--- config.mk ---
export PLATFORM = sky130hd
export DESIGN_NAME = flash_read_arbiter_flat
export DESIGN_NICKNAME = d
export VERILOG_FILES = /design/src/rtl/flash_read_arbiter_pkg.sv /design/src/rtl/flash_read_arbiter_if.sv /design/src/rtl/flash_read_arbiter_rr_grant2.sv /design/src/rtl/flash_read_arbiter.sv /design/src/flat_wrapper.sv
export SDC_FILE = /design/constraint.sdc
export NUM_CORES = 1
export LEC_CHECK = 0
export BUFFER_PORTS_ARGS = -buffer_cell sky130_fd_sc_hd__buf_2
export CELL_PAD_IN_SITES_DETAIL_PLACEMENT = 1
export CELL_PAD_IN_SITES_GLOBAL_PLACEMENT = 1
export CORE_AREA = 5 5 100 102
export DETAILED_ROUTE_END_ITERATION = 12
export DIE_AREA = 0 0 105 107
export PLACE_DENSITY_LB_ADDON = 0.1
export SLEW_MARGIN = 15
export SYNTH_ARGS = -nofsm -noshare
export SYNTH_HDL_FRONTEND = slang
export SYNTH_SLANG_ARGS = --single-unit
export TNS_END_PERCENT = 1
--- constraint.sdc ---
create_clock -name clk -period 2 [get_ports clk]
set_input_delay 0.1 -clock clk [delete_from_list [all_inputs] [get_ports clk]]
set_output_delay 0.1 -clock clk [all_outputs]
set_load 0.02 [all_outputs]
--- src/rtl/flash_read_arbiter_pkg.sv ---
// Shared types and widths for the flash read arbiter.
package flash_read_arbiter_pkg;

  localparam int unsigned FLASH_ADDR_W = 23;
  localparam int unsigned FLASH_DATA_W = 32;
  localparam logic [3:0]  FLASH_BYTEENABLE = 4'b1111;

  typedef enum logic [1:0] {
    ST_IDLE,
    ST_ISSUE,
    ST_WAIT_DATA
  } arb_state_t;

endpackage

--- src/rtl/flash_read_arbiter_if.sv ---
// Requester and flash Avalon-MM read signals shared by the arbiter.
// The arbiter connects to the slave modport; the requesters/flash model use master.
interface flash_read_arbiter_if #(
  parameter int unsigned ADDR_W = flash_read_arbiter_pkg::FLASH_ADDR_W,
  parameter int unsigned DATA_W = flash_read_arbiter_pkg::FLASH_DATA_W
);
  logic              m0_read;
  logic [ADDR_W-1:0] m0_address;
  logic              m0_waitrequest;
  logic [DATA_W-1:0] m0_readdata;
  logic              m0_readdatavalid;

  logic              m1_read;
  logic [ADDR_W-1:0] m1_address;
  logic              m1_waitrequest;
  logic [DATA_W-1:0] m1_readdata;
  logic              m1_readdatavalid;

  logic              flash_mem_read;
  logic [ADDR_W-1:0] flash_mem_address;
  logic [3:0]        flash_mem_byteenable;
  logic              flash_mem_waitrequest;
  logic [DATA_W-1:0] flash_mem_readdata;
  logic              flash_mem_readdatavalid;

  modport slave (
    input  m0_read, m0_address, m1_read, m1_address,
    output m0_waitrequest, m0_readdata, m0_readdatavalid,
    output m1_waitrequest, m1_readdata, m1_readdatavalid,
    output flash_mem_read, flash_mem_address, flash_mem_byteenable,
    input  flash_mem_waitrequest, flash_mem_readdata, flash_mem_readdatavalid
  );

  modport master (
    output m0_read, m0_address, m1_read, m1_address,
    input  m0_waitrequest, m0_readdata, m0_readdatavalid,
    input  m1_waitrequest, m1_readdata, m1_readdatavalid,
    input  flash_mem_read, flash_mem_address, flash_mem_byteenable,
    output flash_mem_waitrequest, flash_mem_readdata, flash_mem_readdatavalid
  );
endinterface

--- src/rtl/flash_read_arbiter_rr_grant2.sv ---
// Two-way round-robin grant: combinational pick, registered priority bit.
module rr_grant2 (
  input  logic       clk,
  input  logic       rst_n,
  input  logic [1:0] req_i,
  input  logic       upd_i,
  input  logic       served_i,
  output logic       gnt_o,
  output logic       any_o
);
  logic prio_q, prio_d;

  always_comb begin
    any_o  = |req_i;
    // Priority only matters on a tie; a lone requester always wins.
    gnt_o  = (req_i == 2'b11) ? prio_q : req_i[1];
    prio_d = upd_i ? ~served_i : prio_q;
  end

  always_ff @(posedge clk or negedge rst_n) begin
    if (!rst_n) prio_q <= 1'b0;
    else        prio_q <= prio_d;
  end
endmodule

--- src/rtl/flash_read_arbiter.sv ---
// Shares one flash read port between two requesters, one read in flight at a time,
// with a watchdog that completes a read with zero data if the flash never answers.
module flash_read_arbiter
  import flash_read_arbiter_pkg::*;
#(
  parameter int unsigned ADDR_W  = FLASH_ADDR_W,
  parameter int unsigned DATA_W  = FLASH_DATA_W,
  parameter int unsigned TIMEOUT = 1024
) (
  input  logic                  clk,
  input  logic                  rst_n,
  flash_read_arbiter_if.slave   bus,
  output logic                  err_timeout,
  output logic                  err_unexpected
);
  localparam int unsigned     CNT_W   = $clog2(TIMEOUT);
  localparam logic [CNT_W-1:0] CNT_MAX = CNT_W'(TIMEOUT - 1);

  arb_state_t        state_q, state_d;
  logic              gnt_q, gnt_d;
  logic [ADDR_W-1:0] addr_q, addr_d;
  logic [CNT_W-1:0]  cnt_q, cnt_d;
  logic              err_to_q, err_to_d;
  logic              err_un_q, err_un_d;

  logic rr_gnt, rr_any;
  logic done, deliver, wd_expired;

  rr_grant2 u_rr (
    .clk      (clk),
    .rst_n    (rst_n),
    .req_i    ({bus.m1_read, bus.m0_read}),
    .upd_i    (done),
    .served_i (gnt_q),
    .gnt_o    (rr_gnt),
    .any_o    (rr_any)
  );

  always_comb begin
    state_d    = state_q;
    gnt_d      = gnt_q;
    addr_d     = addr_q;
    cnt_d      = cnt_q;
    err_to_d   = err_to_q;
    err_un_d   = err_un_q;
    done       = 1'b0;
    deliver    = 1'b0;
    wd_expired = (cnt_q == CNT_MAX);

    unique case (state_q)
      ST_IDLE: begin
        if (rr_any) begin
          gnt_d   = rr_gnt;
          addr_d  = rr_gnt ? bus.m1_address : bus.m0_address;
          state_d = ST_ISSUE;
        end
      end
      ST_ISSUE: begin
        if (!bus.flash_mem_waitrequest) begin
          cnt_d   = '0;
          state_d = ST_WAIT_DATA;
        end
      end
      ST_WAIT_DATA: begin
        // Real data beats the watchdog when both land in the same cycle.
        if (bus.flash_mem_readdatavalid) begin
          deliver = 1'b1;
          done    = 1'b1;
          state_d = ST_IDLE;
        end else if (wd_expired) begin
          deliver  = 1'b1;
          done     = 1'b1;
          err_to_d = 1'b1;
          state_d  = ST_IDLE;
        end else begin
          cnt_d = cnt_q + CNT_W'(1);
        end
      end
      default: state_d = ST_IDLE;
    endcase

    if (bus.flash_mem_readdatavalid && (state_q != ST_WAIT_DATA)) err_un_d = 1'b1;
  end

  always_ff @(posedge clk or negedge rst_n) begin
    if (!rst_n) begin
      state_q  <= ST_IDLE;
      gnt_q    <= 1'b0;
      addr_q   <= '0;
      cnt_q    <= '0;
      err_to_q <= 1'b0;
      err_un_q <= 1'b0;
    end else begin
      state_q  <= state_d;
      gnt_q    <= gnt_d;
      addr_q   <= addr_d;
      cnt_q    <= cnt_d;
      err_to_q <= err_to_d;
      err_un_q <= err_un_d;
    end
  end

  assign bus.flash_mem_read       = (state_q == ST_ISSUE);
  assign bus.flash_mem_address    = addr_q;
  assign bus.flash_mem_byteenable = FLASH_BYTEENABLE;

  assign bus.m0_waitrequest = (state_q == ST_ISSUE && !gnt_q) ? bus.flash_mem_waitrequest : 1'b1;
  assign bus.m1_waitrequest = (state_q == ST_ISSUE &&  gnt_q) ? bus.flash_mem_waitrequest : 1'b1;

  // A watchdog completion carries zero data; so does any master not being strobed.
  assign bus.m0_readdatavalid = deliver && !gnt_q;
  assign bus.m1_readdatavalid = deliver &&  gnt_q;
  assign bus.m0_readdata = (deliver && !gnt_q && bus.flash_mem_readdatavalid) ? bus.flash_mem_readdata : '0;
  assign bus.m1_readdata = (deliver &&  gnt_q && bus.flash_mem_readdatavalid) ? bus.flash_mem_readdata : '0;

  assign err_timeout    = err_to_q;
  assign err_unexpected = err_un_q;
endmodule

--- src/flat_wrapper.sv ---
// flat-port wrapper written by rule: the top's interface ports become plain ports
module flash_read_arbiter_flat import flash_read_arbiter_pkg::*;
#(
  parameter int unsigned ADDR_W  = FLASH_ADDR_W,
  parameter int unsigned DATA_W  = FLASH_DATA_W,
  parameter int unsigned TIMEOUT = 1024
)
  (clk, rst_n, err_timeout, err_unexpected, bus_m0_read, bus_m0_address, bus_m1_read, bus_m1_address, bus_m0_waitrequest, bus_m0_readdata, bus_m0_readdatavalid, bus_m1_waitrequest, bus_m1_readdata, bus_m1_readdatavalid, bus_flash_mem_read, bus_flash_mem_address, bus_flash_mem_byteenable, bus_flash_mem_waitrequest, bus_flash_mem_readdata, bus_flash_mem_readdatavalid);
  flash_read_arbiter_if #(.ADDR_W(ADDR_W), .DATA_W(DATA_W)) bus_i ();
  input  logic clk;
  input  logic rst_n;
  output logic err_timeout;
  output logic err_unexpected;
  input wire logic [$bits(bus_i.m0_read)-1:0] bus_m0_read;
  input wire logic [$bits(bus_i.m0_address)-1:0] bus_m0_address;
  input wire logic [$bits(bus_i.m1_read)-1:0] bus_m1_read;
  input wire logic [$bits(bus_i.m1_address)-1:0] bus_m1_address;
  output wire logic [$bits(bus_i.m0_waitrequest)-1:0] bus_m0_waitrequest;
  output wire logic [$bits(bus_i.m0_readdata)-1:0] bus_m0_readdata;
  output wire logic [$bits(bus_i.m0_readdatavalid)-1:0] bus_m0_readdatavalid;
  output wire logic [$bits(bus_i.m1_waitrequest)-1:0] bus_m1_waitrequest;
  output wire logic [$bits(bus_i.m1_readdata)-1:0] bus_m1_readdata;
  output wire logic [$bits(bus_i.m1_readdatavalid)-1:0] bus_m1_readdatavalid;
  output wire logic [$bits(bus_i.flash_mem_read)-1:0] bus_flash_mem_read;
  output wire logic [$bits(bus_i.flash_mem_address)-1:0] bus_flash_mem_address;
  output wire logic [$bits(bus_i.flash_mem_byteenable)-1:0] bus_flash_mem_byteenable;
  input wire logic [$bits(bus_i.flash_mem_waitrequest)-1:0] bus_flash_mem_waitrequest;
  input wire logic [$bits(bus_i.flash_mem_readdata)-1:0] bus_flash_mem_readdata;
  input wire logic [$bits(bus_i.flash_mem_readdatavalid)-1:0] bus_flash_mem_readdatavalid;
  assign bus_i.m0_read = bus_m0_read;
  assign bus_i.m0_address = bus_m0_address;
  assign bus_i.m1_read = bus_m1_read;
  assign bus_i.m1_address = bus_m1_address;
  assign bus_m0_waitrequest = bus_i.m0_waitrequest;
  assign bus_m0_readdata = bus_i.m0_readdata;
  assign bus_m0_readdatavalid = bus_i.m0_readdatavalid;
  assign bus_m1_waitrequest = bus_i.m1_waitrequest;
  assign bus_m1_readdata = bus_i.m1_readdata;
  assign bus_m1_readdatavalid = bus_i.m1_readdatavalid;
  assign bus_flash_mem_read = bus_i.flash_mem_read;
  assign bus_flash_mem_address = bus_i.flash_mem_address;
  assign bus_flash_mem_byteenable = bus_i.flash_mem_byteenable;
  assign bus_i.flash_mem_waitrequest = bus_flash_mem_waitrequest;
  assign bus_i.flash_mem_readdata = bus_flash_mem_readdata;
  assign bus_i.flash_mem_readdatavalid = bus_flash_mem_readdatavalid;
  flash_read_arbiter #(.ADDR_W(ADDR_W), .DATA_W(DATA_W), .TIMEOUT(TIMEOUT)) u_core (.clk(clk), .rst_n(rst_n), .bus(bus_i), .err_timeout(err_timeout), .err_unexpected(err_unexpected));
endmodule
==> results.md, run 1 <==
* Fin util at 0.3943
* Endpoints failing setup at 0
* Number of vias per cell at 4.458
* Run status: completed
* Predominant post-synthesis flop cell: dfrtp_1
* Post-Syn Area per Cell at 9.042 um2
* CP required at 1900 ps
* Post-route ant nets at 0
* Clock slew at reported path FFs at 80 ps
* Buffers on Ports at 177
* I/O pin count at 182
* Mux cell area share after synthesis at 0.1118
* Maximum vdd ir drop at 0.7224 mV
* Die footprint at 11240 um2
* Final Hold Fails at 0
* Layout fillers at 1128
* Critical-path cell list: ha_2 > nand4_2 > nor3_2 > o21ai_1 > nor2_1 > buf_2
* Worst Hold Class: in -> reg
* CP peak stage delay at 400 ps
* Width of the die at 105 um
* Core area at 9021 um2
* Setup CP Type: reg -> out
* Synth area leaders: dfrtp_1 (42%), and2_1 (17%), mux2i_1 (10%)
* Sequential share of the synthesized area at 0.4151
* Fraction of layout cells with a size suffix above 1 at 0.4740
* CTS tree: built
* CP max-delay cell: dfrtp_1
* Compound-Gate Fraction of Synth Area at 0.1171
* Post-route clock period utilization at 0.9010
* Synth Register Bits at 39
* Nets at 527
* Final wirelength at 8.333 mm
* DR vias at 2470
* H-Tree Level Count at 2
* Clock sink count at 39
* Xor/xnor cell area share of the yosys netlist at 0
* First-pass GRT wire length at 13.35 mm
* Non-Filler Instances at 554
* Critical Path End Type: primary output
* Slew margin rel. at 0.6452
* Synth async-reset ratio at 1.000
* DP Cell Count at 545
* Layout area overhead at 51.30%
* Main combinational cell family by area after synthesis: simple AND/OR/NAND/NOR gates
* DP HPWL at 6.834 mm
* Cell area after synthesis at 2351 um2
* Fin. max-slew vios at 0
* Clk_skew at 6.181 ps
* Commonest cells in the netlist: and2_1 (64), dfrtp_1 (39), nor2_1 (29), a21oi_1 (27), mux2i_1 (24)
* Final Critical Period at 1802 ps
* TNS Setup at 0 ps
* Largest net degree at the start of global routing at 49
* DRC viols at 0
* Initial DRC Count at 66
* Synth Area in Adders at 0.005322
* Critical Path AT at 1700 ps
* Count of different cell masters after synthesis at 34
* Initial antenna violation count at 0
* Mapped Cells at 260
* Post-synth top area share at 0.4151
* GRT overflow at 0
* Initial DRT Pass Iterations at 4
* Routed WL per cell at 15.04 um
* Worst Tran Pin Value at 532.2 ps
* Synth warnings at 0
* Crit start category: flip-flop
* Num CTS Buffers at 5
* Later-pin clock latency in the skew report at 290 ps
* CTS root buf: clkbuf_8
* Vias in the first global route at 2570
* Post-synthesis simple-gate area fraction at 0.3097
* Max_cap viols at 0
* Starting density of the core at 0.2606
* Power Dens Cells at 1074 nW/um2
* LEAKAGE at 0.002030 uW
* Crit Path Max Fanout at 5
* EDFF count, synth at 0
* Post-layout total power at 3822 uW
* Leading area contributor after synthesis: dfrtp_1
* Cell with the most instances after synthesis: and2_1
* N_diodes at 0
* GP Congestion at 0.7175
* CTS Buffer Depth at 2
* Num rows at 35
* Die H at 107 um
* GRT Total Usage at 0.1431
* # Post-CTS Setup Buffers at 0
* Max frequency at 554.9 MHz
-- cell families (layout without fill, tap and decap cells) --
group	Yosys count	count (layout)
and+or+nand+nor	129	129
AOI/OAI and AO/OA	44	44
DFF	39	39
muxes	26	26
buffers and inverters	20	200
adders and majority gates	1	1
other	1	4
-- what timing repair did --
item / 4_1_cts / 5_1_grt
hold buffers: 1 / 0
pin swaps: 0 / 1
gates resized for setup: 1 / 3
endpoints found under the hold margin: 22 / 0
setup endpoints to repair: 2 / 3
-- report_power, final --
| part | internal (uW) | leakage, uW | total [uW] | switching, uW |
|---|---|---|---|---|
| logic | 694 | 0.00151 | 1850 | 1160 |
| registers | 1080 | 0.000461 | 1300 | 213 |
| clock network | 372 | 0.0000581 | 672 | 300 |
| total | 2150 | 0.00203 | 3820 | 1670 |
-- flip-flops by register name, indices dropped and copies added (netlist names) --
| name | cells |
|---|---|
| u_core.err_timeout | 1 |
| u_core.state_q | 2 |
| u_core.u_rr.prio_q | 1 |
| u_core.bus.flash_mem_address | 23 |
| u_core.cnt_q | 10 |
| u_core.err_unexpected | 1 |
| u_core.gnt_q | 1 |
-- metal layers --
metal / vias up / part of all wire / track usage
met2: 89 / 0.49 / 0.2343
met5: - / 0 / 0
li1: 1231 / - / -
met3: 11 / 0.080 / 0.05057
met1: 1139 / 0.41 / 0.1810
met4: 0 / 0.012 / 0.03288
-- worst max-delay path, delay by kind of cell, from the launching register on --
family	cells	cell delay, ps
fa+ha+maj	1	240
buf+inv	1	170
compound gates	1	140
simple gates	3	460
flops	1	400
-- final timing paths --
path | start | endpoint | slack, ps | depth (start not counted)
max reg2reg | u_core.cnt_q[0]$_DFFE_PN0P_ | u_core.cnt_q[7]$_DFFE_PN0P_ | 200 | 5
max | u_core.cnt_q[0]$_DFFE_PN0P_ | bus_m1_readdatavalid | 200 | 6
min | bus_flash_mem_waitrequest | u_core.state_q[0]$_DFFE_PN0P_ | 70 | 2
min in group asynchronous | rst_n | u_core.cnt_q[7]$_DFFE_PN0P_ | 320 | 2
min reg2reg | u_core.err_timeout$_DFFE_PN0P_ | u_core.err_timeout$_DFFE_PN0P_ | 460 | 1
max in group asynchronous | rst_n | u_core.bus.flash_mem_address[7]$_DFFE_PN0P_ | 1130 | 3
-- final cells by class --
class                      count  area (um2)  area share
timing repair buffer         189        1003      0.2821
sequential                    39       977.2      0.2747
tap                          111       138.9     0.03904
multi-input combinational    204        1314      0.3693
inverter                       3       11.26    0.003166
clock inverter                 3       43.79     0.01231
clock buffer                   5       68.82     0.01935
-- per-stage QoR --
stage | hold WS [ps] | instance area, um2 | setup WS [ps]
after floorplan | -195.6 | 2362 | 330.5
after global placement | 116.9 | 3426 | 252.6
after detailed placement | 120.7 | 3426 | 202.0
after CTS | 54.52 | 3548 | 23.05
after global routing | 62.68 | 3557 | -3.926
final | 73.72 | 3557 | 197.9
-- cells in the final DEF, fill, tap and decap left out, types with 3 or more instances in the layout --
cell      instances
and2_1           64
buf_4             9
a21oi_1          27
inv_1             3
nor2_1           29
nand3_1           4
buf_2           177
a21o_1            4
mux2i_1          24
clkbuf_8          5
dfrtp_1          38
nand2_1           8
conb_1            4
nor3_1            5
and3_1            4
nand2b_1          4
(Power assumes the default switching activity.)
==> inputs of run 2 (changes only) <==
--- a/config.mk
+++ b/config.mk
@@ -12,6 +12,7 @@
 export DETAILED_ROUTE_END_ITERATION = 12
 export DIE_AREA = 0 0 105 107
 export PLACE_DENSITY_LB_ADDON = 0.1
+export RECOVER_POWER = 50
 export SLEW_MARGIN = 15
 export SYNTH_ARGS = -nofsm -noshare
 export SYNTH_HDL_FRONTEND = slang
==> run 2 against run 1 <==
  * Clock skew decreased by 1.8 ps
  * Final cell count unchanged
  * Sequential share of layout area increased by 0.32 points
  * Combinational power decreased by 4%
  * Die area unchanged
  * Sequential power about the same
  * Register-to-register slack about the same
  * Flip-flop and latch count unchanged
  * Core utilization decreased by 0.46 points
  * Clock power about the same
  * Global-route usage unchanged
  * Critical endpoint unchanged
==> results.md, run 2 (synthesized netlist as in run 1, its figures left out) <==
* Clock sink count at 39 (unchanged)
* Buffers on Ports at 177 (unchanged)
* GP Congestion at 0.7175 (unchanged)
* Run status: completed
* N_diodes at 0 (unchanged)
* CP peak stage delay at 410 ps (about the same)
* CP required at 1900 ps (about the same)
* CTS Buffer Depth at 2 (unchanged)
* Worst r2r src: u_core.cnt_q[0]$_DFFE_PN0P_
* CTS root buf: clkbuf_8
* Final instance area at 3516 um2 (-1.2%)
* Worst Tran Pin Value at 1264 ps (+732.1 ps)
* Reg2Reg Capture Point: u_core.cnt_q[7]$_DFFE_PN0P_
* # Post-CTS Setup Buffers at 0 (unchanged)
* Layout area overhead at 49.55%
* Max frequency at 554.2 MHz (-0.12%)
* Non-Filler Instances at 554 (unchanged)
* Critical Path AT at 1700 ps (about the same)
* Maximum vdd ir drop at 0.6971 mV (-3.5%)
* Final Critical Period at 1804 ps (+2.206 ps)
* Critical-path cell list: ha_2 > nand4_2 > nor3_2 > o21ai_1 > nor2_1 > buf_2
* Width of the die at 105 um (unchanged)
* GRT Total Usage at 0.1431 (unchanged)
* Die footprint at 11240 um2 (unchanged)
* Num CTS Buffers at 5 (unchanged)
* I/O pin count at 182 (unchanged)
* Vias in the first global route at 2570 (unchanged)
* Post-route ant nets at 0 (unchanged)
* Clock slew at reported path FFs at 80 ps (about the same)
* Slew margin rel. at 0.1571 (-0.4881)
* CP max-delay cell: dfrtp_1
* Power Dens Cells at 1068 nW/um2 (-0.57%)
* Num rows at 35 (unchanged)
* Post-route clock period utilization at 0.9021 (+0.001103)
* GRT overflow at 0 (unchanged)
* Die H at 107 um (unchanged)
* Nets at 527 (unchanged)
* Commonest non-fill, non-tap cell in the layout: buf_2
* DP HPWL at 6.834 mm (unchanged)
* Starting density of the core at 0.2606 (unchanged)
* Initial antenna violation count at 0 (unchanged)
* Routed WL per cell at 14.99 um (-0.36%)
* Max_cap viols at 0 (unchanged)
* Final Hold Fails at 0 (unchanged)
* Critical Path End Type: primary output
* Crit path from: u_core.cnt_q[0]$_DFFE_PN0P_
* Endpoints failing setup at 0 (unchanged)
* Worst Reg2Reg Path Length in Cells at 5 (unchanged)
* Worst Hold Class: in -> reg
* Number of vias per cell at 4.458 (unchanged)
* Post-layout total power at 3756 uW (-1.7%)
* Area after DPL at 3426 um2 (unchanged)
* Largest register FFs at 23 (unchanged)
* Final wirelength at 8.303 mm (-0.36%)
* Crit Path Max Fanout at 5 (unchanged)
* Core area at 9021 um2 (unchanged)
* Initial DRC Count at 67 (+1.5%)
* Layout fillers at 1138 (+0.89%)
* First-pass GRT wire length at 13.35 mm (unchanged)
* Register-to-register setup slack at 200 ps (about the same)
* H-Tree Level Count at 2 (unchanged)
* Initial DRT Pass Iterations at 4 (unchanged)
* Setup CP Type: reg -> out
* Crit start category: flip-flop
* DP Cell Count at 545 (unchanged)
* Most frequent cells in the layout: buf_2 (151), and2_1 (64), dfrtp_1 (38)
* Fin. max-slew vios at 0 (unchanged)
* DRC viols at 0 (unchanged)
* Later-pin clock latency in the skew report at 290 ps (about the same)
* CTS tree: built
* TNS Setup at 0 ps (unchanged)
* Fraction of layout cells with a size suffix above 1 at 0.4131 (-0.06095)
* Largest net degree at the start of global routing at 49 (unchanged)
* DR vias at 2470 (unchanged)
* Clk_skew at 4.375 ps (-1.807 ps)
* LEAKAGE at 0.001963 uW (-3.3%)
* Worst setup path end: bus_m1_readdatavalid
## run 2: worst min path at each step
stage / startpoint / to / slack, ps / depth (start not counted)
finish: bus_flash_mem_waitrequest / u_core.state_q[0]$_DFFE_PN0P_ / 70 / 2
global route: bus_flash_mem_waitrequest / u_core.state_q[0]$_DFFE_PN0P_ / 60 / 2
CTS: bus_flash_mem_waitrequest / u_core.state_q[0]$_DFFE_PN0P_ / 50 / 2
detailed placement: rst_n / u_core.cnt_q[7]$_DFFE_PN0P_ / 120 / 1
global placement: rst_n / u_core.cnt_q[6]$_DFFE_PN0P_ / 120 / 1
floorplan: rst_n / u_core.bus.flash_mem_address[0]$_DFFE_PN0P_ / -200 / 0
## run 2: through the flow
| stage | hold slack (ps) | util | worst slack [ps] |
|---|---|---|---|
| after global placement | 116.9 | 0.3798 | 252.6 |
| after floorplan | -195.6 | - | 330.5 |
| after CTS | 54.52 | 0.3933 | 23.05 |
| after detailed placement | 120.7 | 0.3798 | 202.0 |
| after global routing | 62.68 | 0.3897 | -3.926 |
| final | 73.72 | 0.3897 | 195.7 |
## run 2: cell type report
type	instances	area (um2)	share of cell area
clock buffers	5	68.82	0.01957
clock inverters	3	43.79	0.01246
inverters	3	11.26	0.003203
well taps	111	138.9	0.03950
multi-input cells	204	1314	0.3737
flip-flops and latches	39	977.2	0.2779
repair buffers	189	962.2	0.2737
## run 2: per-layer routing
metal  GRT usage  part of all wire  wire [um]  up-vias
met5           0                 0          0        -
met4     0.03288             0.010         87        0
met3     0.05057             0.079        659        9
met2      0.2343              0.50       4125       87
met1      0.1810              0.41       3430     1141
li1            -                 -          -     1233
## run 2: worst max-delay path: cells and delay by family (launching register included)
kind	cells	cell delay, ps
and+or+nand+nor	3	460
adders and majority gates	1	240
buffers and inverters	1	170
DFF	1	410
AOI/OAI and AO/OA	1	140
## run 2: power by group
part           switching, uW  total (uW)  internal, uW  leakage [uW]
logic                   1150        1780           626       0.00144
registers                218        1300          1090      0.000461
clock network            301         672           372     0.0000581
## run 2: what timing repair did
action                     CTS  global route
cloned                       0             0
hold endpoints to repair    22             0
gates resized for setup      1             3
pin swaps                    0             1
setup endpoints to repair    2             3
hold buffers                 1             0
